<file path="src/rtl/muldiv_pkg.sv">
// Shared definitions for the iterative RV32M multiply/divide unit:
// funct3 op encodings, FSM state type and op-decoding helpers.
package muldiv_pkg;

  typedef logic [2:0] op_t;

  localparam op_t OP_MUL    = 3'd0;
  localparam op_t OP_MULH   = 3'd1;
  localparam op_t OP_MULHSU = 3'd2;
  localparam op_t OP_MULHU  = 3'd3;
  localparam op_t OP_DIV    = 3'd4;
  localparam op_t OP_DIVU   = 3'd5;
  localparam op_t OP_REM    = 3'd6;
  localparam op_t OP_REMU   = 3'd7;

  typedef enum logic [2:0] {
    S_IDLE,
    S_PREP,
    S_RUN,
    S_FIX,
    S_DONE
  } state_t;

  function automatic logic is_div(input op_t op);
    return op[2];
  endfunction

  function automatic logic is_rem(input op_t op);
    return op[2] & op[1];
  endfunction

  // MUL returns the low half, which is sign-agnostic, so it is treated as unsigned.
  function automatic logic is_signed_a(input op_t op);
    return (op == OP_MULH) || (op == OP_MULHSU) || (op == OP_DIV) || (op == OP_REM);
  endfunction

  function automatic logic is_signed_b(input op_t op);
    return (op == OP_MULH) || (op == OP_DIV) || (op == OP_REM);
  endfunction

endpackage

</file>
<file path="src/rtl/muldiv_if.sv">
// E-stage request/response bundle between the pipeline (master) and the
// multiply/divide unit (slave).
interface muldiv_if import muldiv_pkg::*; #(
  parameter int XLEN    = 32,
  parameter int RADDR_W = 5
) ();

  logic               start;
  op_t                op;
  logic [XLEN-1:0]    a;
  logic [XLEN-1:0]    b;
  logic [RADDR_W-1:0] rd_in;
  logic               flush;
  logic               busy;
  logic               stall;
  logic               done;
  logic [XLEN-1:0]    result;
  logic [RADDR_W-1:0] rd_out;

  modport master (
    output start, op, a, b, rd_in, flush,
    input  busy, stall, done, result, rd_out
  );

  modport slave (
    input  start, op, a, b, rd_in, flush,
    output busy, stall, done, result, rd_out
  );

endinterface

</file>
<file path="src/rtl/muldiv_iter_core.sv">
// Shared datapath for the iterative multiply/divide: 2*XLEN shift register,
// one XLEN+1 adder/subtractor and the bit counter. mode=0 shift-add, mode=1 restoring divide.
module muldiv_iter_core #(
  parameter int XLEN = 32
) (
  input  logic              clk,
  input  logic              reset,
  input  logic              load,
  input  logic              step,
  input  logic              mode,
  input  logic [XLEN-1:0]   op_a,
  input  logic [XLEN-1:0]   op_b,
  output logic [2*XLEN-1:0] acc,
  output logic              last
);

  localparam int CNT_W = $clog2(XLEN);

  logic [XLEN-1:0]  operand;
  logic [CNT_W-1:0] count;
  logic [XLEN-1:0]  hi;
  logic [XLEN-1:0]  lo;
  logic [XLEN:0]    shifted;
  logic [XLEN:0]    sum;

  assign hi = acc[2*XLEN-1:XLEN];
  assign lo = acc[XLEN-1:0];

  // Divide shifts the next dividend bit into the partial remainder before subtracting.
  assign shifted = mode ? {hi, lo[XLEN-1]} : {1'b0, hi};
  assign sum     = mode ? (shifted - {1'b0, operand}) : (shifted + {1'b0, operand});
  assign last    = (count == CNT_W'(XLEN - 1));

  always_ff @(posedge clk or negedge reset) begin
    if (!reset) begin
      acc     <= '0;
      operand <= '0;
      count   <= '0;
    end else if (load) begin
      acc     <= {{XLEN{1'b0}}, op_a};
      operand <= op_b;
      count   <= '0;
    end else if (step) begin
      count <= count + CNT_W'(1);
      if (mode) begin
        // sum[XLEN] is the borrow: restore by keeping the un-subtracted value.
        if (sum[XLEN])
          acc <= {shifted[XLEN-1:0], lo[XLEN-2:0], 1'b0};
        else
          acc <= {sum[XLEN-1:0], lo[XLEN-2:0], 1'b1};
      end else begin
        if (lo[0])
          acc <= {sum, lo[XLEN-1:1]};
        else
          acc <= {1'b0, hi, lo[XLEN-1:1]};
      end
    end
  end

endmodule

</file>
<file path="src/rtl/muldiv_unit.sv">
// Iterative RV32M multiply/divide unit for the E stage: FSM, operand latching, sign handling
// and special cases. Optional MULDIV_FAST_MUL_EN gives MUL* ops a combinational multiplier.
module muldiv_unit import muldiv_pkg::*; #(
  parameter int XLEN    = 32,
  parameter int RADDR_W = 5
) (
  input logic     clk,
  input logic     reset,
  muldiv_if.slave bus
);

  localparam logic [XLEN-1:0] MIN_NEG = {1'b1, {(XLEN-1){1'b0}}};

  state_t             state;
  op_t                op_q;
  logic [XLEN-1:0]    a_q;
  logic [XLEN-1:0]    b_q;
  logic [RADDR_W-1:0] rd_q;
  logic               busy_q;
  logic               done_q;
  logic [XLEN-1:0]    result_q;
  logic [RADDR_W-1:0] rd_out_q;

  logic               neg_a;
  logic               neg_b;
  logic               neg_res;
  logic [XLEN-1:0]    abs_a;
  logic [XLEN-1:0]    abs_b;
  logic               b_zero;
  logic               overflow;
  logic               special;
  logic [XLEN-1:0]    special_val;
  logic [2*XLEN-1:0]  acc;
  logic               last;
  logic [2*XLEN-1:0]  mul_prod;
  logic [XLEN-1:0]    div_sel;
  logic [XLEN-1:0]    fix_val;

  assign neg_a    = is_signed_a(op_q) & a_q[XLEN-1];
  assign neg_b    = is_signed_b(op_q) & b_q[XLEN-1];
  assign abs_a    = neg_a ? -a_q : a_q;
  assign abs_b    = neg_b ? -b_q : b_q;
  // The remainder follows the dividend; quotients and products follow both signs.
  assign neg_res  = is_rem(op_q) ? neg_a : (neg_a ^ neg_b);

  assign b_zero      = (b_q == '0);
  assign overflow    = ((op_q == OP_DIV) || (op_q == OP_REM)) && (a_q == MIN_NEG) && (b_q == '1);
  assign special     = is_div(op_q) && (b_zero || overflow);
  assign special_val = b_zero ? (is_rem(op_q) ? a_q : '1)
                              : (is_rem(op_q) ? '0 : MIN_NEG);

`ifdef MULDIV_FAST_MUL_EN
  logic [2*XLEN-1:0] ext_a;
  logic [2*XLEN-1:0] ext_b;
  assign ext_a    = {{XLEN{neg_a}}, a_q};
  assign ext_b    = {{XLEN{neg_b}}, b_q};
  assign mul_prod = ext_a * ext_b;
`else
  assign mul_prod = neg_res ? -acc : acc;
`endif

  assign div_sel = is_rem(op_q) ? acc[2*XLEN-1:XLEN] : acc[XLEN-1:0];
  assign fix_val = is_div(op_q) ? (neg_res ? -div_sel : div_sel)
                                : ((op_q == OP_MUL) ? mul_prod[XLEN-1:0] : mul_prod[2*XLEN-1:XLEN]);

  muldiv_iter_core #(.XLEN(XLEN)) u_core (
    .clk   (clk),
    .reset (reset),
    .load  (state == S_PREP),
    .step  ((state == S_RUN) && !bus.flush),
    .mode  (is_div(op_q)),
    .op_a  (abs_a),
    .op_b  (abs_b),
    .acc   (acc),
    .last  (last)
  );

  always_ff @(posedge clk or negedge reset) begin
    if (!reset) begin
      state    <= S_IDLE;
      op_q     <= OP_MUL;
      a_q      <= '0;
      b_q      <= '0;
      rd_q     <= '0;
      busy_q   <= 1'b0;
      done_q   <= 1'b0;
      result_q <= '0;
      rd_out_q <= '0;
    end else begin
      done_q <= 1'b0;
      case (state)
        S_IDLE: begin
          if (bus.start && !bus.flush) begin
            op_q   <= bus.op;
            a_q    <= bus.a;
            b_q    <= bus.b;
            rd_q   <= bus.rd_in;
            busy_q <= 1'b1;
`ifdef MULDIV_FAST_MUL_EN
            state  <= is_div(bus.op) ? S_PREP : S_FIX;
`else
            state  <= S_PREP;
`endif
          end
        end
        S_PREP: begin
          if (bus.flush) begin
            state  <= S_IDLE;
            busy_q <= 1'b0;
          end else if (special) begin
            result_q <= special_val;
            rd_out_q <= rd_q;
            done_q   <= 1'b1;
            busy_q   <= 1'b0;
            state    <= S_DONE;
          end else begin
            state <= S_RUN;
          end
        end
        S_RUN: begin
          if (bus.flush) begin
            state  <= S_IDLE;
            busy_q <= 1'b0;
          end else if (last) begin
            state <= S_FIX;
          end
        end
        S_FIX: begin
          if (bus.flush) begin
            state  <= S_IDLE;
            busy_q <= 1'b0;
          end else begin
            result_q <= fix_val;
            rd_out_q <= rd_q;
            done_q   <= 1'b1;
            busy_q   <= 1'b0;
            state    <= S_DONE;
          end
        end
        S_DONE: begin
          // start is still the completed instruction here, so it is never re-accepted.
          state <= S_IDLE;
        end
        default: begin
          state  <= S_IDLE;
          busy_q <= 1'b0;
        end
      endcase
    end
  end

  assign bus.busy   = busy_q;
  assign bus.done   = done_q;
  assign bus.result = result_q;
  assign bus.rd_out = rd_out_q;
  assign bus.stall  = (bus.start && (state == S_IDLE)) || busy_q;

endmodule

</file>
<file path="src/flat_wrapper.sv">
// flat-port wrapper written by rule: the top's interface ports become plain ports
module muldiv_unit_flat import muldiv_pkg::*;
#(
  parameter int XLEN    = 32,
  parameter int RADDR_W = 5
)
  (clk, reset, bus_start, bus_op, bus_a, bus_b, bus_rd_in, bus_flush, bus_busy, bus_stall, bus_done, bus_result, bus_rd_out);
  muldiv_if #(.XLEN(XLEN), .RADDR_W(RADDR_W)) bus_i ();
  input logic clk;
  input logic reset;
  input wire logic [$bits(bus_i.start)-1:0] bus_start;
  input wire logic [$bits(bus_i.op)-1:0] bus_op;
  input wire logic [$bits(bus_i.a)-1:0] bus_a;
  input wire logic [$bits(bus_i.b)-1:0] bus_b;
  input wire logic [$bits(bus_i.rd_in)-1:0] bus_rd_in;
  input wire logic [$bits(bus_i.flush)-1:0] bus_flush;
  output wire logic [$bits(bus_i.busy)-1:0] bus_busy;
  output wire logic [$bits(bus_i.stall)-1:0] bus_stall;
  output wire logic [$bits(bus_i.done)-1:0] bus_done;
  output wire logic [$bits(bus_i.result)-1:0] bus_result;
  output wire logic [$bits(bus_i.rd_out)-1:0] bus_rd_out;
  assign bus_i.start = bus_start;
  assign bus_i.op = bus_op;
  assign bus_i.a = bus_a;
  assign bus_i.b = bus_b;
  assign bus_i.rd_in = bus_rd_in;
  assign bus_i.flush = bus_flush;
  assign bus_busy = bus_i.busy;
  assign bus_stall = bus_i.stall;
  assign bus_done = bus_i.done;
  assign bus_result = bus_i.result;
  assign bus_rd_out = bus_i.rd_out;
  muldiv_unit #(.XLEN(XLEN), .RADDR_W(RADDR_W)) u_core (.clk(clk), .reset(reset), .bus(bus_i));
endmodule
</file>
<file path="config.mk">
export PLATFORM = sky130hd
export DESIGN_NAME = muldiv_unit_flat
export DESIGN_NICKNAME = d
export VERILOG_FILES = /design/src/rtl/muldiv_pkg.sv /design/src/rtl/muldiv_if.sv /design/src/rtl/muldiv_iter_core.sv /design/src/rtl/muldiv_unit.sv /design/src/flat_wrapper.sv
export SDC_FILE = /design/constraint.sdc
export NUM_CORES = 1
export LEC_CHECK = 0
export BUFFER_PORTS_ARGS = -buffer_cell sky130_fd_sc_hd__buf_2
export CELL_PAD_IN_SITES_DETAIL_PLACEMENT = 0
export CELL_PAD_IN_SITES_GLOBAL_PLACEMENT = 2
export CORE_ASPECT_RATIO = 1.75
export CORE_MARGIN = 3
export CORE_UTILIZATION = 39
export CTS_BUF_LIST = sky130_fd_sc_hd__clkbuf_4 sky130_fd_sc_hd__clkbuf_8
export DETAILED_ROUTE_END_ITERATION = 12
export GPL_TIMING_DRIVEN = 0
export HOLD_SLACK_MARGIN = 0.02
export PLACE_DENSITY_LB_ADDON = 0.1
export SYNTH_ARGS = -nofsm -noshare
export SYNTH_HDL_FRONTEND = slang
export SYNTH_SLANG_ARGS = --single-unit
</file>
<file path="constraint.sdc">
create_clock -name clk -period 5.3 [get_ports clk]
set_input_delay 0.795 -clock clk [delete_from_list [all_inputs] [get_ports clk]]
set_output_delay 0.795 -clock clk [all_outputs]
set_load 0.05 [all_outputs]
</file>
Word level (Yosys, flattened, before mapping)
Index checks and enable logic that the tools add are counted.
- register bits: 215
- input bits: 76
- output and inout port bits: 40
- logic and storage cells: 110
- add/subtract/negate cells: 7
- eq/ne operators: 18
- multiplexer cells: 44
- bitwise logic cells: 5
- reductions and logical operators: 24
- operators with widths (operator ; number):
    32-bit two-way mux ; 12
    64-bit two-way mux ; 6
    32-bit negation ; 3
    33-bit two-way mux ; 2
    32-bit equality test (second input constant) ; 2
    64-bit negation ; 1
    32-bit case mux with 2 select lines ; 1
    33-bit by 32-bit adder with 33-bit output ; 1
    33-bit by 32-bit subtractor with 33-bit output ; 1
    32-bit logical NOT ; 1
    5-bit two-way mux ; 5
    3-bit two-way mux ; 6
    3-bit case mux with 4 select lines ; 1
    5-bit case mux with 2 select lines ; 1
    3-bit by 2-bit equality test with 1-bit output (second input constant) ; 3
    3-bit equality test (second input constant) ; 3
    1-bit logical OR ; 8
    1-bit two-way mux ; 8
    4-bit AND reduction ; 2
    3-bit by 1-bit equality test with 1-bit output (second input constant) ; 2
    1-bit logical AND ; 6
    3-bit logical NOT ; 2
    2-bit inequality test (second input constant) ; 3
    5-bit by 1-bit adder with 5-bit output (second input constant) ; 1
    other kinds (12) ; 17

Logic depth before layout (Yosys ltp)
Gate-level depths: netlist of the first run.
- depth in word-level cells: 12
- depth in mapped cells: 21
- gate-level depth less buffers: 19

Cells and area by module
Synthesis of the first run repeated with hierarchy kept, for this count alone.
- cells, all modules: 2024
- area total of the unflattened synthesis: 17488.0 um^2
- by module, submodules not included (module ; instances ; cells an instance ; area each (um^2) ; seq. area each (um^2)):
    muldiv_unit ; 1 ; 1071 ; 9390.3 ; 2852.7
    muldiv_iter_core ; 1 ; 953 ; 8097.8 ; 2527.4

Least setup slack after synthesis of the first run
OpenSTA, ideal clock, no wires.
- path type: reg-to-reg
- from: reg u_core.op_q[2]
- to: reg u_core.u_core.acc[56]
- library setup time: 0.137 ns
- arrival time: 4.459 ns
- required time: 5.163 ns
- path slack: 0.705 ns
- cell stages (with the launch flop): 19
- buffers on the path: 6
- period minus slack after synthesis: 4.595 ns
- cells stage by stage: dfrtp_1 buf_2 buf_2 clkbuf_1 clkbuf_1 clkbuf_1 mux2i_1 ha_1 fa_1 nand2b_1 a21o_1 a2111o_1 a211oi_1 or2_1 o211ai_2 buf_6 mux2_1 a22oi_1 o21ai_0
- cells in the longest elaborated chain, start to end: 7
- elaborated cells on any way between the ends: 9
- those cells by class: 2 x add/sub; 7 x mux
- RTL lines (what ; line ; source):
    start, declared ; muldiv_unit.sv:15 ; op_t op_q;
    start signal, assigned ; muldiv_unit.sv:94 ; op_q <= bus.op;
    33-bit two-way mux ; muldiv_iter_core.sv:30 ; assign shifted = mode ? {hi, lo[XLEN-1]} : {1'b0, hi};
    33-bit by 32-bit adder with 33-bit output or 33-bit by 32-bit subtractor with 33-bit output (tied branches) ; muldiv_iter_core.sv:31 ; assign sum = mode ? (shifted - {1'b0, operand}) : (shifted + {1'b0, operand});
    33-bit two-way mux ; muldiv_iter_core.sv:31 ;
    64-bit two-way mux, on equally long branches ; muldiv_iter_core.sv:52, muldiv_iter_core.sv:47 ;
    64-bit two-way mux * ; muldiv_iter_core.sv:45 ; if (mode) begin
    64-bit two-way mux * ; muldiv_iter_core.sv:43 ; end else if (step) begin
    64-bit two-way mux * ; muldiv_iter_core.sv:39 ; end else if (load) begin
    end signal, assigned ; muldiv_iter_core.sv:40 ; acc <= {{XLEN{1'b0}}, op_a};
    end signal, assigned ; muldiv_iter_core.sv:48 ; acc <= {shifted[XLEN-1:0], lo[XLEN-2:0], 1'b0};
    end signal, assigned ; muldiv_iter_core.sv:53 ; acc <= {sum, lo[XLEN-1:1]};
    end, declared ; muldiv_iter_core.sv:13 ; output logic [2*XLEN-1:0] acc,
Mark *: on every way between the ends. The rest lies on a longest branch, timed or not. The select of a mux whose other input is x is not followed.
A chain may end at the register's enable or synchronous reset.

Worst setup path after layout of the first run
- from: reg u_core.op_q[2]
- to: reg u_core.u_core.acc[43]
Same word-level chain as after synthesis.

==> qor.yml, run 1 <==
die:
  num_rows: 100
  die_h_um: 282
  io_pins: 116
  core_region_area_sq_um: 42800
  die-area_sq_um: 46200
  start_util_pct: 39.7
  dieWidth_um: 164
worst_setup_path:
  worstPathRequired_ns: 5.72
  worstSetupPathType: "reg2reg"
  cp-end-kind: "flop"
  critical_path.max_fanout: 10
  arrival_ns: 5.55
  critPathLaunchType: "flop"
  r2r-start: "u_core.op_q[2]"
  r2r_cells: 16
  rr_endpoint: "u_core.u_core.acc[43]"
  r2r_setup_slack_ns: 0.17
synth:
  synth_flop_cell: "dfrtp_1"
  synthCells: 2027
  synth-seq-area-share_pct: 31.6
  synth_edf_count: 0
  synth_top_cell_by_area: "dfrtp_1"
  synth-xor-area-share_pct: 8.76
  synth_common_cells: "nand2_1, dfrtp_1, o21ai_0"
  yosysMostFrequentCell: "nand2_1"
  ys_types: 95
  synth_top_area_share_pct: 31.6
  synthSimpleGateAreaFrac_pct: 16.8
  synth_compound_area_share_pct: 21.5
  yosys.area_share.adder_pct: 3.06
  synth_top_family_by_area: "compound AO/OA/AOI/OAI gates"
  synth_area_leaders: "dfrtp_1, mux2_2, mux2i_1"
  syn_avg_cell_area_sq_um: 8.39
  ys_seq_elements: 215
  synth_area_sq_um: 17000
  muxShareOfSynthArea_pct: 13.5
  yosys_warnings: 0
  synthArstFlopShare_pct: 100
  syn_nets: 2144
place:
  gp_congestion: 0.996
  dp_slack_ns: -1.44
  dp_hpwl_mm: 65.8
  io_buffers: 115
sta:
  setup_viol: 0
  layout_worst_path_cycle_share_pct: 96.8
  setup-tns-final_ns: 0
  fmax_mhz: 195
  slew_viol_final: 0
  fin_skew_ns: 0.0272
  hold_viol: 0
  fin_crit_ns: 5.13
  rsz0062_at_grt: "false"
  worst_pin_slew_ns: 1.34
  slew_headroom_pct: 10.4
  timing.final.ws_setup_ns: 0.168
routing:
  viasPerCell: 6.21
  drt_iter0_drc: 1376
  vias: 17200
  dr.pass1.iters: 5
  drc: 0
  wl_per_cell_um: 29.7
  routed_wirelength_mm: 82.2
  ant_nets: 0
clock_tree:
  root_buffer: "clkbuf_8"
  numCtsBuffers: 38
  cts_hold_buf: 0
  path_clk_slew_ns: 0.06
  clkLatencyLatePin_ns: 0.58
  htree_num_levels: 2
  cts_tree: "built"
  cts_sinks: 215
  clk_path_buf_depth: 3
power_and_ir_drop:
  power_uw: 11400
  power_density_nw_per_um2: 593
  peakVddDrop_mv: 0.307
  power_leakage_uw: 0.00797
cells_and_area:
  fin_nets: 2299
  post_route_cells_drive_above_1_share_pct: 16.8
  area_delta_synth_final_pct: 13.4
grt:
  grt_pass1_wl_mm: 118
  grt_start_max_net_pins: 117
  grt_antenna_before_repair: 2
  track_usage_pct: 35.1
  grt_pass1_vias: 17800
  globalRouteOverflowTotal: 0
min_path:
  holdCritPathClass: "in2async"
run:
  cap_violations: 0
run_status:
  status: "completed"
==> where the power goes <==
part | switching [uW] | internal [uW] | total (uW)
registers | 839 | 2120 | 2960
clock network | 769 | 989 | 1760
logic | 4350 | 2360 | 6720
==> state kept, by name (all words and copies together) (netlist names) <==
signal,count
u_core.u_core.count,5
u_core.u_core.acc,64
u_core.bus.rd_out,5
u_core.state,3
u_core.bus.done,1
u_core.op_q,3
u_core.a_q,32
u_core.rd_q,5
u_core.b_q,32
u_core.u_core.operand,32
u_core.bus.busy,1
u_core.bus.result,32
==> what timing repair did <==
| action | in CTS | in global routing |
|---|---|---|
| endpoints found under the setup margin | 36 | 34 |
| pin swaps | 2 | 3 |
| buffers inserted | 1 | 1 |
| gates resized for setup | 25 | 11 |
==> worst max-delay path, cell delays in order, from the launching register on <==
cell	delay [ns]
dfrtp_1	0.46
buf_4	0.28
buf_2	0.29
clkbuf_4	0.28
clkbuf_4	0.29
clkbuf_4	0.33
mux2i_1	0.12
ha_1	0.24
fa_1	0.41
nand2b_1	0.18
a21o_1	0.21
a2111o_1	0.50
a211oi_2	0.28
or2_1	0.19
o21ai_0	0.23
a221oi_2	0.50
o221ai_1	0.16
==> cell type report <==
cell class	count	area [sq um]
fillers	4521	23500
multi-input cells	1619	10900
flip-flops and latches	215	5380
clock buffers	59	743
well taps	561	702
plain buffers	152	671
repair buffers	119	639
inverters	37	140
clock inverters	5	85.1
diodes	2	5.00
==> how the worst max path moves through the flow <==
| stage | from | end | slack (ns) | depth (start not counted) |
|---|---|---|---|---|
| after floorplan | u_core.op_q[2] | u_core.u_core.acc[56] | 0.70 | 18 |
| after global placement | u_core.op_q[2] | u_core.u_core.acc[52] | -1.45 | 17 |
| after detailed placement | u_core.op_q[2] | u_core.u_core.acc[52] | -1.44 | 17 |
| after CTS | u_core.op_q[2] | u_core.u_core.acc[43] | 0.003 | 16 |
| after global routing | u_core.op_q[2] | u_core.u_core.acc[56] | 0.03 | 18 |
| final | u_core.op_q[2] | u_core.u_core.acc[43] | 0.17 | 16 |
==> kinds of logic after synthesis <==
logic type | Yosys count
compound gates | 587
xor+xnor | 170
fa+ha+maj | 41
buf+inv | 193
flops | 215
mux | 215
simple gates | 606
==> through the flow <==
step,util (%),hold WS (ns),std cells,cell area (sq um)
detailed placement,42.8,0.453,2705,18300
CTS,45.0,0.264,2767,19200
global route,45.1,0.281,2768,19300
finish,45.1,0.213,2769,19300
global placement,42.7,0.449,2703,18300
floorplan,-,0.435,2027,17000
==> routing by layer <==
layer | wire [um] | track usage, % | share of wire (%) | vias up
met3 | 3590 | 4.62 | 4.4 | 335
met5 | 0 | 0 | 0 | -
met1 | 26900 | 33.4 | 33 | 8428
met2 | 42000 | 63.8 | 51 | 727
met4 | 9730 | 33.4 | 12 | 0
li1 | - | - | - | 7695
==> cell usage in the layout, fill, tap and decap left out, types with 18 or more instances in the layout <==
cell / synthesis / routed
xnor2_1: 100 / 98
xor2_1: 70 / 70
ha_1: 40 / 39
o21ai_1: 18 / 18
nor2_1: 154 / 154
o211ai_1: 54 / 54
nor4_1: 21 / 21
nand2_1: 238 / 238
a31oi_1: 38 / 38
a21oi_1: 144 / 143
clkbuf_1: 121 / 106
o31ai_1: 18 / 18
mux2i_1: 104 / 104
inv_1: 35 / 35
a22oi_1: 18 / 18
mux2_2: 109 / 109
nor3_1: 51 / 49
nand3_1: 28 / 27
o21ai_0: 168 / 168
nand4_1: 22 / 22
dfrtp_1: 215 / 215
buf_2: 13 / 126
clkbuf_8: 0 / 48
No activity file was read; power rests on OpenSTA's default activity.
==> run 2: changes to the inputs <==
--- a/config.mk
+++ b/config.mk
@@ -10,7 +10,7 @@
 export CELL_PAD_IN_SITES_GLOBAL_PLACEMENT = 2
 export CORE_ASPECT_RATIO = 1.75
 export CORE_MARGIN = 3
-export CORE_UTILIZATION = 39
+export CORE_UTILIZATION = 42
 export CTS_BUF_LIST = sky130_fd_sc_hd__clkbuf_4 sky130_fd_sc_hd__clkbuf_8
 export DETAILED_ROUTE_END_ITERATION = 12
 export GPL_TIMING_DRIVEN = 0
==> constraint.sdc (replaced) <==
create_clock -name clk -period 6.1 [get_ports clk]
set_input_delay 0.915 -clock clk [delete_from_list [all_inputs] [get_ports clk]]
set_output_delay 0.915 -clock clk [all_outputs]
set_load 0.05 [all_outputs]
==> run 2 against run 1 <==
  * Final area shrank 1.2%
  * Non-clock buffer count grew 1
  * Clock power fell by 18%
  * Largest cell class unchanged
  * Sequential cell count is the same
  * Register-to-register slack got worse by 0.05 ns
  * Final cell count decreased by 2.4%
  * Critical path type unchanged
  * Utilization increased by 3.0 points
==> qor.yml, run 2 (same netlist as run 1, synthesis figures left out) <==
grt:
  track_usage_pct: 35.8
  globalRouteOverflowTotal: 0
  grt_pass1_vias: 17200
  grt_antenna_before_repair: 5
  grt_start_max_net_pins: 122
  grt_pass1_wl_mm: 113
worst_setup_path:
  crit_chain: "buf_2 -> buf_2 -> clkbuf_1 -> buf_2 -> mux2i_1 -> ha_1 -> fa_1 -> nand2b_1 -> a21o_1 -> a2111o_1 -> a211oi_1 -> or2_1 -> o21ai_0 -> a221oi_1 -> o221ai_1"
  cp.buffers_inverters: 4
  r2r_cells: 15
  worstSetupPathType: "reg2reg"
  cp-end-kind: "flop"
  worstPathRequired_ns: 6.52
  worstSetupStartpoint: "u_core.op_q[2]"
  r2r_setup_slack_ns: 0.12
  critical_path.max_fanout: 19
  crit_cells: 15
  rr_endpoint: "u_core.u_core.acc[43]"
  cpLargestDelayFamily: "compound AO/OA/AOI/OAI gates"
  critPathSlowestCell: "buf_2"
  critPathLaunchType: "flop"
  max_stage_delay_ns: 0.74
  crit_top_cell: "buf_2"
  crit_end: "u_core.u_core.acc[43]"
  r2r-start: "u_core.op_q[2]"
  arrival_ns: 6.40
die:
  die-area_sq_um: 43000
  start_util_pct: 42.9
  io_pins: 116
  core_region_area_sq_um: 39600
  num_rows: 96
  die_h_um: 272
  dieWidth_um: 158
sta:
  fin_crit_ns: 5.98
  fin_skew_ns: 0.0404
  setup_viol: 0
  slew_headroom_pct: 16.0
  fmax_mhz: 167
  worst_pin_slew_ns: 1.25
  layout_worst_path_cycle_share_pct: 98.0
  timing.final.ws_setup_ns: 0.120
  rsz0062_at_grt: "false"
  hold_viol: 0
  slew_viol_final: 0
routing:
  viasPerCell: 6.27
  wl_per_cell_um: 28.9
  drt_iter0_drc: 1474
  dr.pass1.iters: 9
  routed_wirelength_mm: 78.0
  drc: 0
  ant_nets: 0
  vias: 16900
power_and_ir_drop:
  p_clk_share_pct: 14.9
  p_sw_share_pct: 52.4
  internal-power_uw: 4620
  power_leakage_uw: 0.00789
  p_switching_uw: 5090
  pwr-share-seq_pct: 26.0
  power_density_nw_per_um2: 510
  pwr-share-comb_pct: 59.1
  peakVddDrop_mv: 0.314
clock_tree:
  path_clk_slew_ns: 0.07
  numCtsBuffers: 37
  clkLatencyLatePin_ns: 0.59
  cts_tree: "built"
  htree_num_levels: 2
  cts_hold_buf: 0
  root_buffer: "clkbuf_8"
  cts_sinks: 215
  clk_path_buf_depth: 3
place:
  dp_hpwl_mm: 61.7
  placedInstanceArea_sq_um: 18200
  dp_slack_ns: -0.561
  gp_congestion: 1.06
  placed_cells: 2634
  io_buffers: 115
cells_and_area:
  largest-register: "u_core.u_core.acc"
  largest_reg_flops: 64
  post_route_cells_drive_above_1_share_pct: 15.9
  final_cell_mix: "nand2_1, dfrtp_1, o21ai_0, nor2_1, a21oi_1"
  seq_area_sq_um: 5380
  filler_cell_count: 4056
  area_delta_synth_final_pct: 12.1
  design_area_sq_um: 19100
  fin_nets: 2299
  instances_no_fill: 2702
  multi_input_area_sq_um: 10800
  layout_commonest_cell: "nand2_1"
min_path:
  holdCritPathClass: "in2async"
run:
  cap_violations: 0
run_status:
  status: "completed"
-- run 2: changes by cell type in the layout (fill, tap and decap cells not counted), moves of 3 or more --
| cell | previous run | this run |
|---|---|---|
| clkinvlp_4 | 0 | 3 |
| clkbuf_2 | 7 | 3 |
| clkinv_2 | 2 | 9 |
| clkbuf_4 | 16 | 5 |
| clkbuf_1 | 106 | 116 |
| buf_4 | 7 | 4 |
| buf_2 | 126 | 129 |
-- run 2: routing by layer --
layer  global-route usage, %  up-vias  part of all wire (%)
met5                       0        -                 0.019
met4                    33.8        2                    12
li1                        -     7678                     -
met3                    5.68      327                   5.4
met1                    34.5     8164                    32
met2                    62.8      769                    50
-- run 2: how the worst min path moves through the flow --
stage                     cells after the start                    to  slack (ns)                 start
after CTS                                     1  u_core.bus.rd_out[3]        0.38                 reset
after detailed placement                      2  u_core.bus.result[4]        0.46  u_core.bus.result[4]
after global routing                          1  u_core.bus.rd_out[3]        0.41                 reset
after floorplan                               2  u_core.bus.rd_out[0]        0.43        u_core.rd_q[0]
after global placement                        2  u_core.bus.rd_out[1]        0.45        u_core.rd_q[1]
final                                         1  u_core.bus.rd_out[3]        0.33                 reset
-- run 2: metrics by stage --
| step | utilization [%] | hold WS [ns] | setup TNS (ns) | power [uW] |
|---|---|---|---|---|
| 2_1_floorplan | - | 0.435 | 0 | 6210 |
| 3_3_place_gp | 45.9 | 0.449 | -12.64 | 8070 |
| 3_5_place_dp | 46.0 | 0.458 | -11.22 | 8130 |
| 4_1_cts | 48.0 | 0.376 | 0 | 9610 |
| 5_1_grt | 48.1 | 0.408 | 0 | 10300 |
| 6_report | 48.1 | 0.329 | 0 | 9710 |
-- run 2: power groups by stage --
stage / sequential (uW) / clock (uW) / combinational, uW
2_1_floorplan: 2470 / 0 / 3740
3_3_place_gp: 2510 / 0 / 5560
3_5_place_dp: 2520 / 0 / 5610
4_1_cts: 2500 / 1480 / 5640
5_1_grt: 2570 / 1530 / 6160
6_report: 2520 / 1440 / 5740
-- run 2: worst reg2reg max path, delay by kind of cell, from the launching register on --
kind	cells	cell delay [ns]
flip-flops	1	0.54
AND/OR/NAND/NOR	2	0.40
buffers and inverters	4	1.98
adder cells (fa/ha/maj)	2	0.65
multiplexers	1	0.17
AO/OA/AOI/OAI	6	2.09
-- run 2: what timing repair did --
item | CTS | global route
hold endpoints to repair | 0 | 0
gates resized for setup | 4 | 9
setup endpoints to repair | 33 | 19
setup buffers | 0 | 0
-- run 2: area by class of cell --
type,instances,area share (%)
tap,490,3.22
clock buffer,51,3.52
buffer,155,3.45
clock inverter,15,0.617
inverter,37,0.729
sequential,215,28.2
timing repair buffer,117,3.28
multi-input combinational,1619,56.9
antenna,3,0.0394
